`config.mk`:
```
export PLATFORM = sky130hd
export DESIGN_NAME = write_back_stage
export DESIGN_NICKNAME = d
export VERILOG_FILES = /design/src/rtl/wb_pkg.sv /design/src/rtl/mem_wait_timer.sv /design/src/rtl/write_back_stage.sv
export SDC_FILE = /design/constraint.sdc
export NUM_CORES = 1
export LEC_CHECK = 0
export ABC_CLOCK_PERIOD_IN_PS = 7900
export CORE_AREA = 2 2 147 149
export CTS_CLUSTER_DIAMETER = 120
export DETAILED_ROUTE_END_ITERATION = 12
export DIE_AREA = 0 0 149 151
export DONT_BUFFER_PORTS = 1
export GPL_ROUTABILITY_DRIVEN = 0
export PLACE_DENSITY_LB_ADDON = 0.1
export SYNTH_ARGS = -nofsm -noshare
export SYNTH_HDL_FRONTEND = slang
export SYNTH_SLANG_ARGS = --single-unit
```
`constraint.sdc`:
```
create_clock -name clk -period 7.9 [get_ports clk]
set_clock_uncertainty 0.15 [all_clocks]
set_input_delay 1.975 -clock clk [delete_from_list [all_inputs] [get_ports clk]]
set_output_delay 1.975 -clock clk [all_outputs]
set_load 0.03 [all_outputs]
```
`src/rtl/wb_pkg.sv`:
```
// Shared types and constants for the write-back stage of the vector ASIP.
// State encoding, lane geometry and the packed vector type live here.
package wb_pkg;

    localparam int LANES = 20;
    localparam int WIDTH = 8;

    typedef logic [LANES-1:0][WIDTH-1:0] vec_t;

    typedef enum logic [1:0] {
        IDLE     = 2'd0,
        WAIT_MEM = 2'd1,
        COMMIT   = 2'd2
    } wb_state_e;

endpackage

```
`src/rtl/mem_wait_timer.sv`:
```
// Clear/enable cycle counter that flags the last permitted cycle of a memory wait.
// The expired flag is high while the count sits at MEM_TIMEOUT-1.
module mem_wait_timer #(
    parameter int MEM_TIMEOUT = 64
) (
    input  logic clk,
    input  logic rst,
    input  logic i_clear,
    input  logic i_enable,
    output logic o_expired
);

    localparam int CNT_W = (MEM_TIMEOUT > 1) ? $clog2(MEM_TIMEOUT) : 1;
    localparam logic [CNT_W-1:0] LAST = CNT_W'(MEM_TIMEOUT - 1);

    logic [CNT_W-1:0] r_count;

    always_ff @(posedge clk or posedge rst) begin
        if (rst) begin
            r_count <= '0;
        end else if (i_clear) begin
            r_count <= '0;
        end else if (i_enable) begin
            r_count <= r_count + CNT_W'(1);
        end
    end

    assign o_expired = (r_count == LAST);

endmodule

```
`src/rtl/write_back_stage.sv`:
```
// Final pipeline stage: waits out multi-cycle memory accesses, then commits the
// latched scalar or vector result to its register-file port for one cycle.
module write_back_stage #(
    parameter int LANES       = wb_pkg::LANES,
    parameter int WIDTH       = wb_pkg::WIDTH,
    parameter int REG_ADDR_W  = 4,
    parameter int MEM_TIMEOUT = 64
) (
    input  logic                              clk,
    input  logic                              rst,
    input  logic                              valid_in,
    input  logic                              op_type,
    input  logic                              is_mem,
    input  logic                              reg_write,
    input  logic [REG_ADDR_W-1:0]             rd,
    input  logic [WIDTH-1:0]                  scalar_output,
    input  logic [LANES-1:0][WIDTH-1:0]       vector_output,
    input  logic                              mem_finished,
    output logic                              stall,
    output logic                              we_sca,
    output logic [REG_ADDR_W-1:0]             waddr_sca,
    output logic [WIDTH-1:0]                  wdata_sca,
    output logic                              we_vec,
    output logic [REG_ADDR_W-1:0]             waddr_vec,
    output logic [LANES-1:0][WIDTH-1:0]       wdata_vec,
    output logic                              timeout_err,
    output logic [15:0]                       retired_count
);

    import wb_pkg::*;

    wb_state_e                   r_state;
    wb_state_e                   w_state_next;
    logic                        r_op_type;
    logic                        r_reg_write;
    logic [REG_ADDR_W-1:0]       r_rd;
    logic [WIDTH-1:0]            r_sdata;
    logic [LANES-1:0][WIDTH-1:0] r_vdata;
    logic                        r_timeout_err;
    logic [15:0]                 r_retired;

    logic w_waiting;
    logic w_accept;
    logic w_direct;
    logic w_to_wait;
    logic w_capture;
    logic w_expired;
    logic w_timeout;

    // A new instruction is only taken when the stage is not blocked on memory.
    assign w_waiting = (r_state == WAIT_MEM);
    assign w_accept  = valid_in && !w_waiting;
    assign w_direct  = w_accept && (!is_mem || mem_finished);
    assign w_to_wait = w_accept && is_mem && !mem_finished;
    assign w_capture = w_direct || (w_waiting && mem_finished);
    assign w_timeout = w_waiting && !mem_finished && w_expired;

    mem_wait_timer #(
        .MEM_TIMEOUT (MEM_TIMEOUT)
    ) u_timer (
        .clk       (clk),
        .rst       (rst),
        .i_clear   (w_to_wait),
        .i_enable  (w_waiting),
        .o_expired (w_expired)
    );

    always_comb begin
        w_state_next = r_state;
        case (r_state)
            IDLE, COMMIT: begin
                if (w_direct)       w_state_next = COMMIT;
                else if (w_to_wait) w_state_next = WAIT_MEM;
                else                w_state_next = IDLE;
            end
            WAIT_MEM: begin
                if (mem_finished)   w_state_next = COMMIT;
                else if (w_expired) w_state_next = IDLE;
            end
            default:                w_state_next = IDLE;
        endcase
    end

    always_ff @(posedge clk or posedge rst) begin
        if (rst) begin
            r_state       <= IDLE;
            r_op_type     <= 1'b0;
            r_reg_write   <= 1'b0;
            r_rd          <= '0;
            r_sdata       <= '0;
            r_vdata       <= '0;
            r_timeout_err <= 1'b0;
            r_retired     <= '0;
        end else begin
            r_state <= w_state_next;
            if (w_accept) begin
                r_op_type   <= op_type;
                r_reg_write <= reg_write;
                r_rd        <= rd;
            end
            if (w_capture) begin
                r_sdata <= scalar_output;
                r_vdata <= vector_output;
            end
            if (w_timeout) begin
                r_timeout_err <= 1'b1;
            end
            if (r_state == COMMIT) begin
                r_retired <= r_retired + 16'd1;
            end
        end
    end

    // Scalar register 0 is hardwired; vector register 0 is a real register.
    assign we_sca        = (r_state == COMMIT) && r_reg_write && !r_op_type && (r_rd != '0);
    assign we_vec        = (r_state == COMMIT) && r_reg_write && r_op_type;
    assign waddr_sca     = r_rd;
    assign waddr_vec     = r_rd;
    assign wdata_sca     = r_sdata;
    assign wdata_vec     = r_vdata;
    assign stall         = w_waiting;
    assign timeout_err   = r_timeout_err;
    assign retired_count = r_retired;

endmodule

```
==> out/results.ini, run 1 <==
[detailed_routing]
drc = 0
detailedRoute.firstIterationViolations = 140
wl_um = 17700
firstDrtPassIters = 4
postRouteAntennaNets = 0
post_drt_wl_per_cell_um = 23.08
drt-vias-per-instance = 5.008
vias = 3841

[placement]
detailed_place.area_sq_um = 8267
portBuffers = 0
dp_hpwl_um = 12680
post-place-cells = 734

[clock_tree]
htree_levels = 4
number_of_gates_resized_after_cts = 0
cts_made_buffers = 17
cts-root-to-sink-buffers = 2
worstSkewPairLatency_ns = 0.42
clock_sinks = 199
tritoncts = yes
clock_slew_at_the_register_clock_pins_of_the_worst_setup_and_hold_paths_ns = 0.08
post_cts.repair.setup_buffers = 0
clock_tree.root_cell = sky130_fd_sc_hd__clkbuf_16
ctsHoldBuffers = 0

[sta]
fmax_mhz = 239.1
setup_tns_ns = 0
period_minus_slack_ns = 4.182
setup-violations-final = 0
slew_viol_final = 0
timing_hold_violations_final = 0
min_period_over_period_pct = 52.93
timing_worst_slew_pin_value_ns = 1.029
slew_headroom_pct = 31.41
rsz0062_at_grt = no

[power]
power.internal_mw = 1.814
vdd_drop_max_v = 0.0001248
power.density_cell_area_nw_per_um2 = 320.0
leakage_nw = 4.008
pwr-share-clk_pct = 30.1
netSwitchingFraction_pct = 35.88
pwr-share-seq_pct = 58.5
report.power.total_mw = 2.830
power.switching_mw = 1.015
part_of_the_power_in_combinational_logic_pct = 11.4

[grt]
grt_pass1_vias = 4233
grt_usage_pct = 15.28
grt_pass1_wl_um = 25960
grt-ovfl-total = 0
antenna_found_initial = 1
grt_start_max_net_pins = 118

[die]
design.die.area_sq_um = 22500
floorplan.die.width_um = 149
floorplan.io_pins = 375
die_y_um = 151
core_region_area_sq_um = 20820
starting_density_pct = 38.89
floorplan_row_count = 53

[critical_path]
timing_worst_setup_path_type = flip-flop to primary output
critPathCaptureType = primary output
crit-reg2reg-launch = r_state[1]
timing.reg2reg.setup_slack_ns = 4.40
critPathArrivalTime_ns = 2.06
worstPathRequired_ns = 5.78
startpoint = waddr_sca[1]
worstPathMaxFanout = 4
crit_path_start_kind = flip-flop

[min_path]
worst_hold_startpoint = u_timer.r_count[0]
hold_class = flip-flop to flip-flop

[job]
max-cap-violations = 0

[cells_and_area]
design_area_sq_um = 8845
num-fill-cells = 1868
drive_above_1_share_pct = 43.58
finalCoreUtilization_pct = 42.48
multi_input_area_sq_um = 2893
finish.cell_count_without_fillers = 767
seqCellArea_sq_um = 4980
num-nets-final = 659
areaGrowthSynthToFinish_pct = 9.224

[synthesis]
average_size_of_a_mapped_cell_sq_um = 16.87
postSynthNetCount = 661
syn-instance-count = 480
ys_seq_elements = 199
ys.warnings.count = 0
synth_area_sq_um = 8098
yosysSeqAreaShare_pct = 61.50
synthDistinctLibCells = 33

[status]
status = complete, no violations

## power groups by stage
stage	combinational, mW	clock (mW)	sequential (mW)
floorplan	0.312	0	1.61
global route	0.354	0.924	1.68
finish	0.323	0.850	1.66
CTS	0.330	0.884	1.66
detailed placement	0.330	0	1.68
global placement	0.316	0	1.68
## through the flow
step	hold slack [ns]	setup slack [ns]
finish	0.3927	3.718
global route	0.4071	3.605
floorplan	0.3338	0.3493
detailed placement	0.3717	3.411
global placement	0.3625	3.457
CTS	0.3957	3.706
## kinds of logic (layout without fill, tap and decap cells)
kind of cell	count (synthesis)	after routing	share of synthesized area, %
AOI/OAI and AO/OA	6	6	0.5563
xor gates and xnor gates	18	18	1.947
adders and majority gates	2	2	0.3090
buffers and inverters	27	38	2.889
DFF	199	199	61.50
muxes	175	175	29.37
other	0	1	0
and+or+nand+nor	53	53	3.430
## metal layers
| metal | GRT usage [%] | part of all wire (%) |
|---|---|---|
| met5 | 0 | 0 |
| met4 | 4.714 | 0.99 |
| met3 | 7.380 | 11 |
| met2 | 25.88 | 51 |
| met1 | 17.06 | 36 |
## placed cells by master, fill, tap and decap left out, types with 2 or more instances in the layout
master,synthesis,routed
sky130_fd_sc_hd__nand2_1,16,16
sky130_fd_sc_hd__and3_1,4,4
sky130_fd_sc_hd__nand4_1,6,6
sky130_fd_sc_hd__mux2_4,109,109
sky130_fd_sc_hd__dfrtp_1,199,199
sky130_fd_sc_hd__inv_8,0,4
sky130_fd_sc_hd__inv_6,0,6
sky130_fd_sc_hd__xor2_1,8,8
sky130_fd_sc_hd__mux2_2,65,65
sky130_fd_sc_hd__nor2_1,6,6
sky130_fd_sc_hd__clkbuf_16,0,17
sky130_fd_sc_hd__nor3_1,3,3
sky130_fd_sc_hd__nand3_1,6,6
sky130_fd_sc_hd__nand2b_1,3,3
sky130_fd_sc_hd__ha_1,2,2
sky130_fd_sc_hd__o21ai_0,2,2
sky130_fd_sc_hd__buf_4,4,4
sky130_fd_sc_hd__clkinv_8,0,2
sky130_fd_sc_hd__nor4_1,2,2
sky130_fd_sc_hd__xnor2_1,10,10
sky130_fd_sc_hd__clkinv_4,1,2
## sequential cells by signal, summed over array words and instances (netlist names)
register,count
r_state,2
retired_count,16
wdata_vec,160
timeout_err,1
wdata_sca,8
waddr_sca,4
r_op_type,1
u_timer.r_count,6
r_reg_write,1
## final timing paths
| kind | to | depth (start not counted) |
|---|---|---|
| worst max-delay path | we_sca | 2 |
| worst min-delay path | u_timer.r_count[0] | 1 |
| worst max register to register | wdata_vec[155] | 6 |
| worst min register to register | u_timer.r_count[0] | 1 |
| max in group asynchronous | u_timer.r_count[4] | 2 |
| min in group asynchronous | wdata_vec[152] | 1 |
## critical path: stages (launching register included)
cell	delay [ns]
sky130_fd_sc_hd__dfrtp_1	0.71
sky130_fd_sc_hd__nor4_1	0.14
sky130_fd_sc_hd__nor3_1	0.78
## area by class of cell
class / instances / share of cell area, %
clock buffers: 19 / 5.008
flip-flops and latches: 199 / 56.30
well taps: 275 / 3.890
inverters: 2 / 0.2263
multi-input cells: 254 / 32.71
clock inverters: 13 / 1.500
repair buffers: 4 / 0.3395
diodes: 1 / 0.02829
## synth_stat cells (all sizes together)
cell type / number / area, sq um
nand2: 16 / 60.06
inv: 1 / 3.750
nand3: 6 / 30.03
nor3b: 1 / 7.510
nor4: 3 / 25.02
buf: 24 / 217.7
ha: 2 / 25.02
or3: 1 / 6.260
xor2: 8 / 70.07
mux2: 174 / 2369
nand2b: 3 / 18.77
xnor2: 10 / 87.58
clkinv: 1 / 8.760
and4: 1 / 8.760
a21boi: 1 / 7.510
and2: 1 / 6.260
o21ai: 2 / 10.01
nand4b: 1 / 8.760
dfrtp: 199 / 4980
nor3: 3 / 15.01
mux2i: 1 / 10.01
nor2: 6 / 22.52
and3: 4 / 25.02
nor2b: 1 / 6.260
clkbuf: 1 / 3.750
o22a: 1 / 8.760
nand4: 6 / 37.54
a31o: 1 / 8.760
a311o: 1 / 10.01
Power figures use the tool's default switching activity.
==> inputs of run 2 (changes only) <==
--- a/config.mk
+++ b/config.mk
@@ -5,11 +5,12 @@
 export SDC_FILE = /design/constraint.sdc
 export NUM_CORES = 1
 export LEC_CHECK = 0
-export ABC_CLOCK_PERIOD_IN_PS = 7900
-export CORE_AREA = 2 2 147 149
+export ABC_AREA = 1
+export ABC_CLOCK_PERIOD_IN_PS = 4200
+export CORE_AREA = 2 2 145 147
 export CTS_CLUSTER_DIAMETER = 120
 export DETAILED_ROUTE_END_ITERATION = 12
-export DIE_AREA = 0 0 149 151
+export DIE_AREA = 0 0 147 149
 export DONT_BUFFER_PORTS = 1
 export GPL_ROUTABILITY_DRIVEN = 0
 export PLACE_DENSITY_LB_ADDON = 0.1
==> constraint.sdc (replaced) <==
create_clock -name clk -period 4.2 [get_ports clk]
set_clock_uncertainty 0.15 [all_clocks]
set_input_delay 1.05 -clock clk [delete_from_list [all_inputs] [get_ports clk]]
set_output_delay 1.05 -clock clk [all_outputs]
set_load 0.03 [all_outputs]
==> run 2 against run 1 <==
Against the previous run: synthesized area shrank 2.3%; largest power group unchanged; hold slack lost 0.051 ns; highest routed layer unchanged; flip-flop and latch count is the same; sequential share of layout area grew 1.6 points; global-route usage grew 2.2 points; critical endpoint unchanged; clock power grew 85%; sequential power grew 93%; first-iteration DRC count grew 92%; utilization shrank 0.68 points.
==> out/results.ini, run 2 <==
[status]
status = complete, no violations  ; unchanged

[cells_and_area]
areaGrowthSynthToFinish_pct = 8.602  ; was 9.224%
num-fill-cells = 2091  ; was 1868
seqCellArea_sq_um = 4980  ; unchanged
multi_input_area_sq_um = 2495  ; was 2893 sq um
ant_diodes = 0  ; was 1
largest_register_ff_count = 160  ; unchanged
layout_common_cells = sky130_fd_sc_hd__nand2_1 (557), sky130_fd_sc_hd__dfrtp_1 (199), sky130_fd_sc_hd__inv_1 (23), sky130_fd_sc_hd__nor2_1 (21), sky130_fd_sc_hd__clkbuf_16 (17)  ; was sky130_fd_sc_hd__dfrtp_1 (199), sky130_fd_sc_hd__mux2_4 (109), sky130_fd_sc_hd__mux2_2 (65), sky130_fd_sc_hd__clkbuf_16 (17), sky130_fd_sc_hd__nand2_1 (16)
drive_above_1_share_pct = 5.056  ; was 43.58%
finalCoreUtilization_pct = 41.80  ; was 42.48%
design_area_sq_um = 8593  ; was 8845 sq um
mostFrequentLayoutCell = sky130_fd_sc_hd__nand2_1  ; was sky130_fd_sc_hd__dfrtp_1
num-nets-final = 1059  ; was 659

[grt]
grt_start_max_net_pins = 110  ; was 118
grt_pass1_wl_um = 29880  ; was 25960 um
grt-ovfl-total = 0  ; unchanged
grt_usage_pct = 17.47  ; was 15.28%
grt_pass1_vias = 5188  ; was 4233
antenna_found_initial = 0  ; was 1

[detailed_routing]
vias = 5496  ; was 3841
postRouteAntennaNets = 0  ; unchanged
drc = 0  ; unchanged
firstDrtPassIters = 4  ; unchanged
post_drt_wl_per_cell_um = 16.88  ; was 23.08 um
drt-vias-per-instance = 4.718  ; was 5.008
wl_um = 19670  ; was 17700 um
detailedRoute.firstIterationViolations = 269  ; was 140

[synthesis]
postSynthNetCount = 1072  ; was 661
average_size_of_a_mapped_cell_sq_um = 8.881  ; was 16.87 sq um
synthXorXnorAreaFrac_pct = 1.328  ; was 1.947%
async_flop_share_pct = 100.0  ; unchanged
synth_area_leader_cell = sky130_fd_sc_hd__dfrtp_1  ; unchanged
post_synthesis_adder_cell_area_fraction_pct = 0.3163  ; was 0.3090%
synth.most_common_cell = sky130_fd_sc_hd__nand2_1  ; was sky130_fd_sc_hd__dfrtp_1
synth_compound_gate_area_share_pct = 0.6167  ; was 0.5562%
yosys-top-cells-area = sky130_fd_sc_hd__dfrtp_1 (63%), sky130_fd_sc_hd__nand2_1 (26%), sky130_fd_sc_hd__buf_6 (2.0%)  ; was sky130_fd_sc_hd__dfrtp_1 (61%), sky130_fd_sc_hd__mux2_4 (20%), sky130_fd_sc_hd__mux2_2 (9.0%)
number_of_enable_flip_flop_cells_after_synthesis = 0  ; unchanged
synth_area_sq_um = 7913  ; was 8098 sq um
ys_seq_elements = 199  ; unchanged
ys.flop_type = sky130_fd_sc_hd__dfrtp_1  ; unchanged
ys.warnings.count = 0  ; unchanged
simple_gate_portion_of_the_synthesized_area_pct = 29.27  ; was 3.430%
yosysTopAreaCellShare_pct = 62.93  ; was 61.50%
post_synth_mux_area_share_pct = 0  ; was 29.37%
synth_top_family_by_area = simple AND/OR/NAND/NOR gates  ; was multiplexers
synthDistinctLibCells = 23  ; was 33
yosysSeqAreaShare_pct = 62.93  ; was 61.50%
syn-instance-count = 891  ; was 480
most_frequent_cells_after_synthesis = sky130_fd_sc_hd__nand2_1 (557), sky130_fd_sc_hd__dfrtp_1 (199), sky130_fd_sc_hd__inv_1 (24)  ; was sky130_fd_sc_hd__dfrtp_1 (199), sky130_fd_sc_hd__mux2_4 (109), sky130_fd_sc_hd__mux2_2 (65)

[sta]
period_minus_slack_ns = 3.253
min_period_over_period_pct = 77.46
slew_headroom_pct = 37.59  ; was 31.41%
fmax_mhz = 307.4
timing_hold_violations_final = 0  ; unchanged
setup_tns_ns = 0  ; unchanged
timing_worst_slew_pin_value_ns = 0.9290  ; was 1.029 ns
setup-violations-final = 0  ; unchanged
rsz0062_at_grt = no  ; unchanged
slew_viol_final = 0  ; unchanged

[min_path]
whs_path_depth = 2  ; was 1
hold_class = flip-flop to flip-flop  ; unchanged
worst_hold_startpoint = r_reg_write  ; was u_timer.r_count[0]

[placement]
portBuffers = 0  ; unchanged
detailed_place.area_sq_um = 8040  ; was 8267 sq um
dp_hpwl_um = 13950  ; was 12680 um

[job]
max-cap-violations = 0  ; unchanged

[die]
die_y_um = 149  ; was 151 um
floorplan.io_pins = 375  ; unchanged
floorplan.die.width_um = 147  ; was 149 um
starting_density_pct = 38.49  ; was 38.89%
floorplan_row_count = 53  ; unchanged
core_region_area_sq_um = 20560  ; was 20820 sq um
design.die.area_sq_um = 21900  ; was 22500 sq um

[clock_tree]
tritoncts = yes  ; unchanged
cts-root-to-sink-buffers = 2  ; unchanged
clock_sinks = 199  ; unchanged
ctsHoldBuffers = 0  ; unchanged
clock_slew_at_the_register_clock_pins_of_the_worst_setup_and_hold_paths_ns = 0.07  ; was 0.08 ns
post_cts.repair.setup_buffers = 0  ; unchanged
clock_tree.root_cell = sky130_fd_sc_hd__clkbuf_16  ; unchanged
number_of_gates_resized_after_cts = 0  ; unchanged
worstSkewPairLatency_ns = 0.43  ; was 0.42 ns
cts_made_buffers = 17  ; unchanged
htree_levels = 4  ; unchanged

[power]
power.density_cell_area_nw_per_um2 = 617.7  ; was 320.0 nW/um^2
vdd_drop_max_v = 0.0002600  ; was 0.0001248 V
leakage_nw = 4.600  ; was 4.008 nW

[critical_path]
path_cells = inv_2 > nand2_1 > inv_1 > nand2_1 > nor3_1  ; was nor4_1 > nor3_1
critPathArrivalTime_ns = 2.05  ; was 2.06 ns
top_delay_family_on_crit_path = simple AND/OR/NAND/NOR gates  ; unchanged
path_depth = 5  ; was 2
timing.reg2reg.setup_slack_ns = 1.44  ; was 4.40 ns
timing.critical_path.mode_cell = sky130_fd_sc_hd__nand2_1
crit_slowest_cell = sky130_fd_sc_hd__nor3_1  ; unchanged
crit-reg2reg-launch = r_state[1]  ; unchanged
critPathCaptureType = primary output  ; unchanged
critPathCapture = we_sca  ; unchanged
worstPathBufferInverterCount = 2  ; was 0
regToRegEndpoint = wdata_vec[157]  ; was wdata_vec[155]
timing_worst_setup_path_type = flip-flop to primary output  ; unchanged
startpoint = r_state[0]  ; was waddr_sca[1]
critical-path-max-stage-delay_ns = 0.75  ; was 0.78 ns
ff2ff_path_depth = 8  ; was 6
worstPathRequired_ns = 3.00  ; was 5.78 ns
worstPathMaxFanout = 6  ; was 4
crit_path_start_kind = flip-flop  ; unchanged

==> run 2: how the worst min path moves through the flow <==
stage               slack, ns          end
floorplan                0.29  r_reg_write
global placement         0.33  r_reg_write
detailed placement       0.32  r_reg_write
CTS                      0.34  r_reg_write
global route             0.39   r_state[0]
finish                   0.34  r_reg_write
==> run 2: metal layers <==
| metal | track usage [%] | share of wire (%) | vias up |
|---|---|---|---|
| met5 | 0 | 0 | - |
| li1 | - | - | 2647 |
| met4 | 7.115 | 2.5 | 0 |
| met2 | 27.70 | 48 | 250 |
| met3 | 6.330 | 9.5 | 29 |
| met1 | 21.87 | 40 | 2570 |
==> run 2: cell families (layout without fill, tap and decap cells) <==
logic type / count (synthesis) / after routing
xor+xnor: 12 / 12
buf+inv: 67 / 66
simple gates: 602 / 602
compound gates: 9 / 9
flops: 199 / 199
fa+ha+maj: 2 / 2
==> run 2: layout make-up <==
class / count / area share [%]
Multi-Input combinational cell: 625 / 29.03
Clock buffer: 19 / 5.038
Sequential cell: 199 / 57.95
Inverter: 26 / 1.209
Timing Repair Buffer: 9 / 1.369
Clock inverter: 12 / 1.398
Tap cell: 275 / 4.004
==> run 2: worst min-delay path, stage by stage, from the launching register on <==
cell and delay [ns]:
sky130_fd_sc_hd__dfrtp_1 0.36, sky130_fd_sc_hd__nand2_1 0.06, sky130_fd_sc_hd__nand2_1 0.05
==> run 2: per-stage QoR <==
step	worst slack [ns]	std cells	power (mW)	hold slack, ns
after global placement	1.194	1134	3.783	0.3275
after CTS	0.9022	1165	5.386	0.3407
after detailed placement	1.153	1134	3.798	0.3237
after global routing	0.8127	1165	5.585	0.3920
after floorplan	0.4257	891	3.612	0.2922
final	0.9467	1165	5.308	0.3420
==> run 2: report_power, final <==
group          switching [mW]  internal [mW]  total, mW
combinational           0.345          0.183      0.528
sequential              0.967           2.24       3.21
clock                   0.747          0.826       1.57
==> inputs of run 3 (changes only) <==
--- a/config.mk
+++ b/config.mk
@@ -5,12 +5,12 @@
 export SDC_FILE = /design/constraint.sdc
 export NUM_CORES = 1
 export LEC_CHECK = 0
-export ABC_AREA = 1
-export ABC_CLOCK_PERIOD_IN_PS = 4200
-export CORE_AREA = 2 2 145 147
+export ABC_AREA = 0
+export ABC_CLOCK_PERIOD_IN_PS = 3200
+export CORE_AREA = 2 2 147 149
 export CTS_CLUSTER_DIAMETER = 120
 export DETAILED_ROUTE_END_ITERATION = 12
-export DIE_AREA = 0 0 147 149
+export DIE_AREA = 0 0 149 151
 export DONT_BUFFER_PORTS = 1
 export GPL_ROUTABILITY_DRIVEN = 0
 export PLACE_DENSITY_LB_ADDON = 0.1
==> constraint.sdc (replaced) <==
create_clock -name clk -period 3.2 [get_ports clk]
set_clock_uncertainty 0.15 [all_clocks]
set_input_delay 0.8 -clock clk [delete_from_list [all_inputs] [get_ports clk]]
set_output_delay 0.8 -clock clk [all_outputs]
set_load 0.03 [all_outputs]
==> run 3 against run 2 <==
Against the previous run: flip-flop and latch count is the same; utilization grew 1.5 points; register-to-register slack got worse by 0.67 ns; non-clock buffer count grew 4; die area increased by 2.7%; critical path type unchanged; largest power group unchanged.
==> out/results.ini, run 3 (synthesis gave the netlist of run 1 again) <==
[clock_tree]
number_of_gates_resized_after_cts = 0  ; unchanged
post_cts.repair.setup_buffers = 0  ; unchanged
clock_tree.root_cell = sky130_fd_sc_hd__clkbuf_16  ; unchanged
ctsHoldBuffers = 0  ; unchanged
htree_levels = 4  ; unchanged
tritoncts = yes  ; unchanged
clock_slew_at_the_register_clock_pins_of_the_worst_setup_and_hold_paths_ns = 0.08  ; was 0.07 ns
worstSkewPairLatency_ns = 0.42  ; was 0.43 ns
cts_made_buffers = 17  ; unchanged
cts-root-to-sink-buffers = 2  ; unchanged
clock_sinks = 199  ; unchanged

[grt]
antenna_found_initial = 0  ; unchanged
grt_pass1_wl_um = 26240  ; was 29880 um
grt_pass1_vias = 4232  ; was 5188
grt-ovfl-total = 0  ; unchanged
grt_start_max_net_pins = 70  ; was 110
grt_usage_pct = 15.53  ; was 17.47%

[die]
design.die.area_sq_um = 22500  ; was 21900 sq um
die_y_um = 151  ; was 149 um
floorplan.die.width_um = 149  ; was 147 um
floorplan_row_count = 53  ; unchanged
core_region_area_sq_um = 20820  ; was 20560 sq um
starting_density_pct = 38.89  ; was 38.49%
floorplan.io_pins = 375  ; unchanged

[sta]
timing.hold.ws_ns = 0.2410  ; was 0.3420 ns
rsz0062_at_grt = no  ; unchanged
slew_viol_final = 0  ; unchanged
finalWorstSetupSlack_ns = 0.5629  ; was 0.9467 ns
slew_headroom_pct = 45.57  ; was 37.59%
setup-violations-final = 0  ; unchanged
setup_tns_ns = 0  ; unchanged
period_minus_slack_ns = 2.637
timing_worst_slew_pin_value_ns = 0.8147  ; was 0.9290 ns
min_period_over_period_pct = 82.41
timing_hold_violations_final = 0  ; unchanged
fmax_mhz = 379.2

[placement]
dp_hpwl_um = 13510  ; was 13950 um
portBuffers = 0  ; unchanged
post-place-cells = 743  ; was 1134
detailed_place.area_sq_um = 8418  ; was 8040 sq um
preCtsSetupSlack_ns = 0.7540  ; was 1.153 ns

[power]
vdd_drop_max_v = 0.0003130  ; was 0.0002600 V
power.internal_mw = 4.556  ; was 3.249 mW
report.power.total_mw = 7.075  ; was 5.308 mW
pwr-share-clk_pct = 30.4  ; was 29.6%
leakage_nw = 4.080  ; was 4.600 nW
part_of_the_power_in_combinational_logic_pct = 11.7  ; was 9.9%
power.density_cell_area_nw_per_um2 = 785.5  ; was 617.7 nW/um^2
power.switching_mw = 2.518  ; was 2.059 mW
netSwitchingFraction_pct = 35.60  ; was 38.79%
pwr-share-seq_pct = 57.9  ; was 60.4%

[cells_and_area]
layout_common_cells = sky130_fd_sc_hd__dfrtp_1 (199), sky130_fd_sc_hd__mux2_4 (109), sky130_fd_sc_hd__mux2_2 (65), sky130_fd_sc_hd__clkbuf_16 (17), sky130_fd_sc_hd__nand2_1 (16)  ; was sky130_fd_sc_hd__nand2_1 (557), sky130_fd_sc_hd__dfrtp_1 (199), sky130_fd_sc_hd__inv_1 (23), sky130_fd_sc_hd__nor2_1 (21), sky130_fd_sc_hd__clkbuf_16 (17)
num-nets-final = 668  ; was 1059
ant_diodes = 0  ; unchanged
largest_register_ff_count = 160  ; unchanged
seqCellArea_sq_um = 4980  ; unchanged
finalCoreUtilization_pct = 43.25  ; was 41.80%
num-fill-cells = 1845  ; was 2091
areaGrowthSynthToFinish_pct = 11.22  ; was 8.602%
drive_above_1_share_pct = 44.40  ; was 5.056%
design_area_sq_um = 9006  ; was 8593 sq um
multi_input_area_sq_um = 2893  ; was 2495 sq um
mostFrequentLayoutCell = sky130_fd_sc_hd__dfrtp_1  ; was sky130_fd_sc_hd__nand2_1
finish.cell_count_without_fillers = 775  ; was 1165

[critical_path]
crit_path_start_kind = flip-flop  ; unchanged
critPathArrivalTime_ns = 1.69  ; was 2.05 ns
critPathCaptureType = primary output  ; unchanged
timing_worst_setup_path_type = flip-flop to primary output  ; unchanged
worstPathMaxFanout = 4  ; was 6
worstPathRequired_ns = 2.25  ; was 3.00 ns

[detailed_routing]
drc = 0  ; unchanged
postRouteAntennaNets = 0  ; unchanged
met1_length_um = 6796  ; was 7939 um
top_layer_used = met4  ; unchanged
wl_met3_um = 2189  ; was 1870 um
route.met2.wl_um = 9058  ; was 9361 um
vias = 3901  ; was 5496
wl_um = 18370  ; was 19670 um
detailedRoute.firstIterationViolations = 131  ; was 269
firstDrtPassIters = 5  ; was 4
post_drt_wl_per_cell_um = 23.70  ; was 16.88 um
drt-vias-per-instance = 5.034  ; was 4.718

[status]
status = complete, no violations  ; unchanged

[job]
max-cap-violations = 0  ; unchanged

[min_path]
hold_class = input port to async pin  ; was flip-flop to flip-flop

==> run 3: layer usage <==
metal / vias to the layer above / GRT usage, %
met2: 232 / 25.39
met3: 19 / 7.440
li1: 1691 / -
met1: 1959 / 17.97
met4: 0 / 5.238
met5: - / 0
==> run 3: area by class of cell <==
| cell class | instances | share of cell area (%) |
|---|---|---|
| flip-flops and latches | 199 | 55.29 |
| clock buffers | 19 | 4.807 |
| well taps | 275 | 3.821 |
| multi-input cells | 254 | 32.12 |
| repair buffers | 13 | 2.056 |
| clock inverters | 13 | 1.723 |
| inverters | 2 | 0.1806 |
==> run 3: path summary, 6_finish.rpt <==
kind | startpoint | endpoint | slack [ns] | depth (start not counted)
min in group clk | vector_output[81] | wdata_vec[81] | 0.36 | 1
hold reg to reg | r_state[0] | r_state[1] | 0.38 | 1
setup reg to reg | r_state[1] | wdata_vec[27] | 0.77 | 6
max in group asynchronous | rst | wdata_vec[72] | 1.98 | 2
hold / removal | rst | retired_count[12] | 0.24 | 1
setup / recovery | waddr_sca[1] | we_sca | 0.56 | 3
==> run 3: worst max-delay path, cell delays in order (launching register included) <==
cell,delay [ns]
sky130_fd_sc_hd__dfrtp_1,0.73
sky130_fd_sc_hd__nor4_1,0.15
sky130_fd_sc_hd__nor3_1,0.20
sky130_fd_sc_hd__buf_4,0.19
==> run 3: power by group through the flow <==
stage          sequential [mW]  clock (mW)  combinational, mW
2_1_floorplan             3.98           0              0.772
3_3_place_gp              4.16           0              0.813
3_5_place_dp              4.15           0              0.843
4_1_cts                   4.11        2.22              0.845
5_1_grt                   4.15        2.33              0.907
6_report                  4.10        2.15              0.830
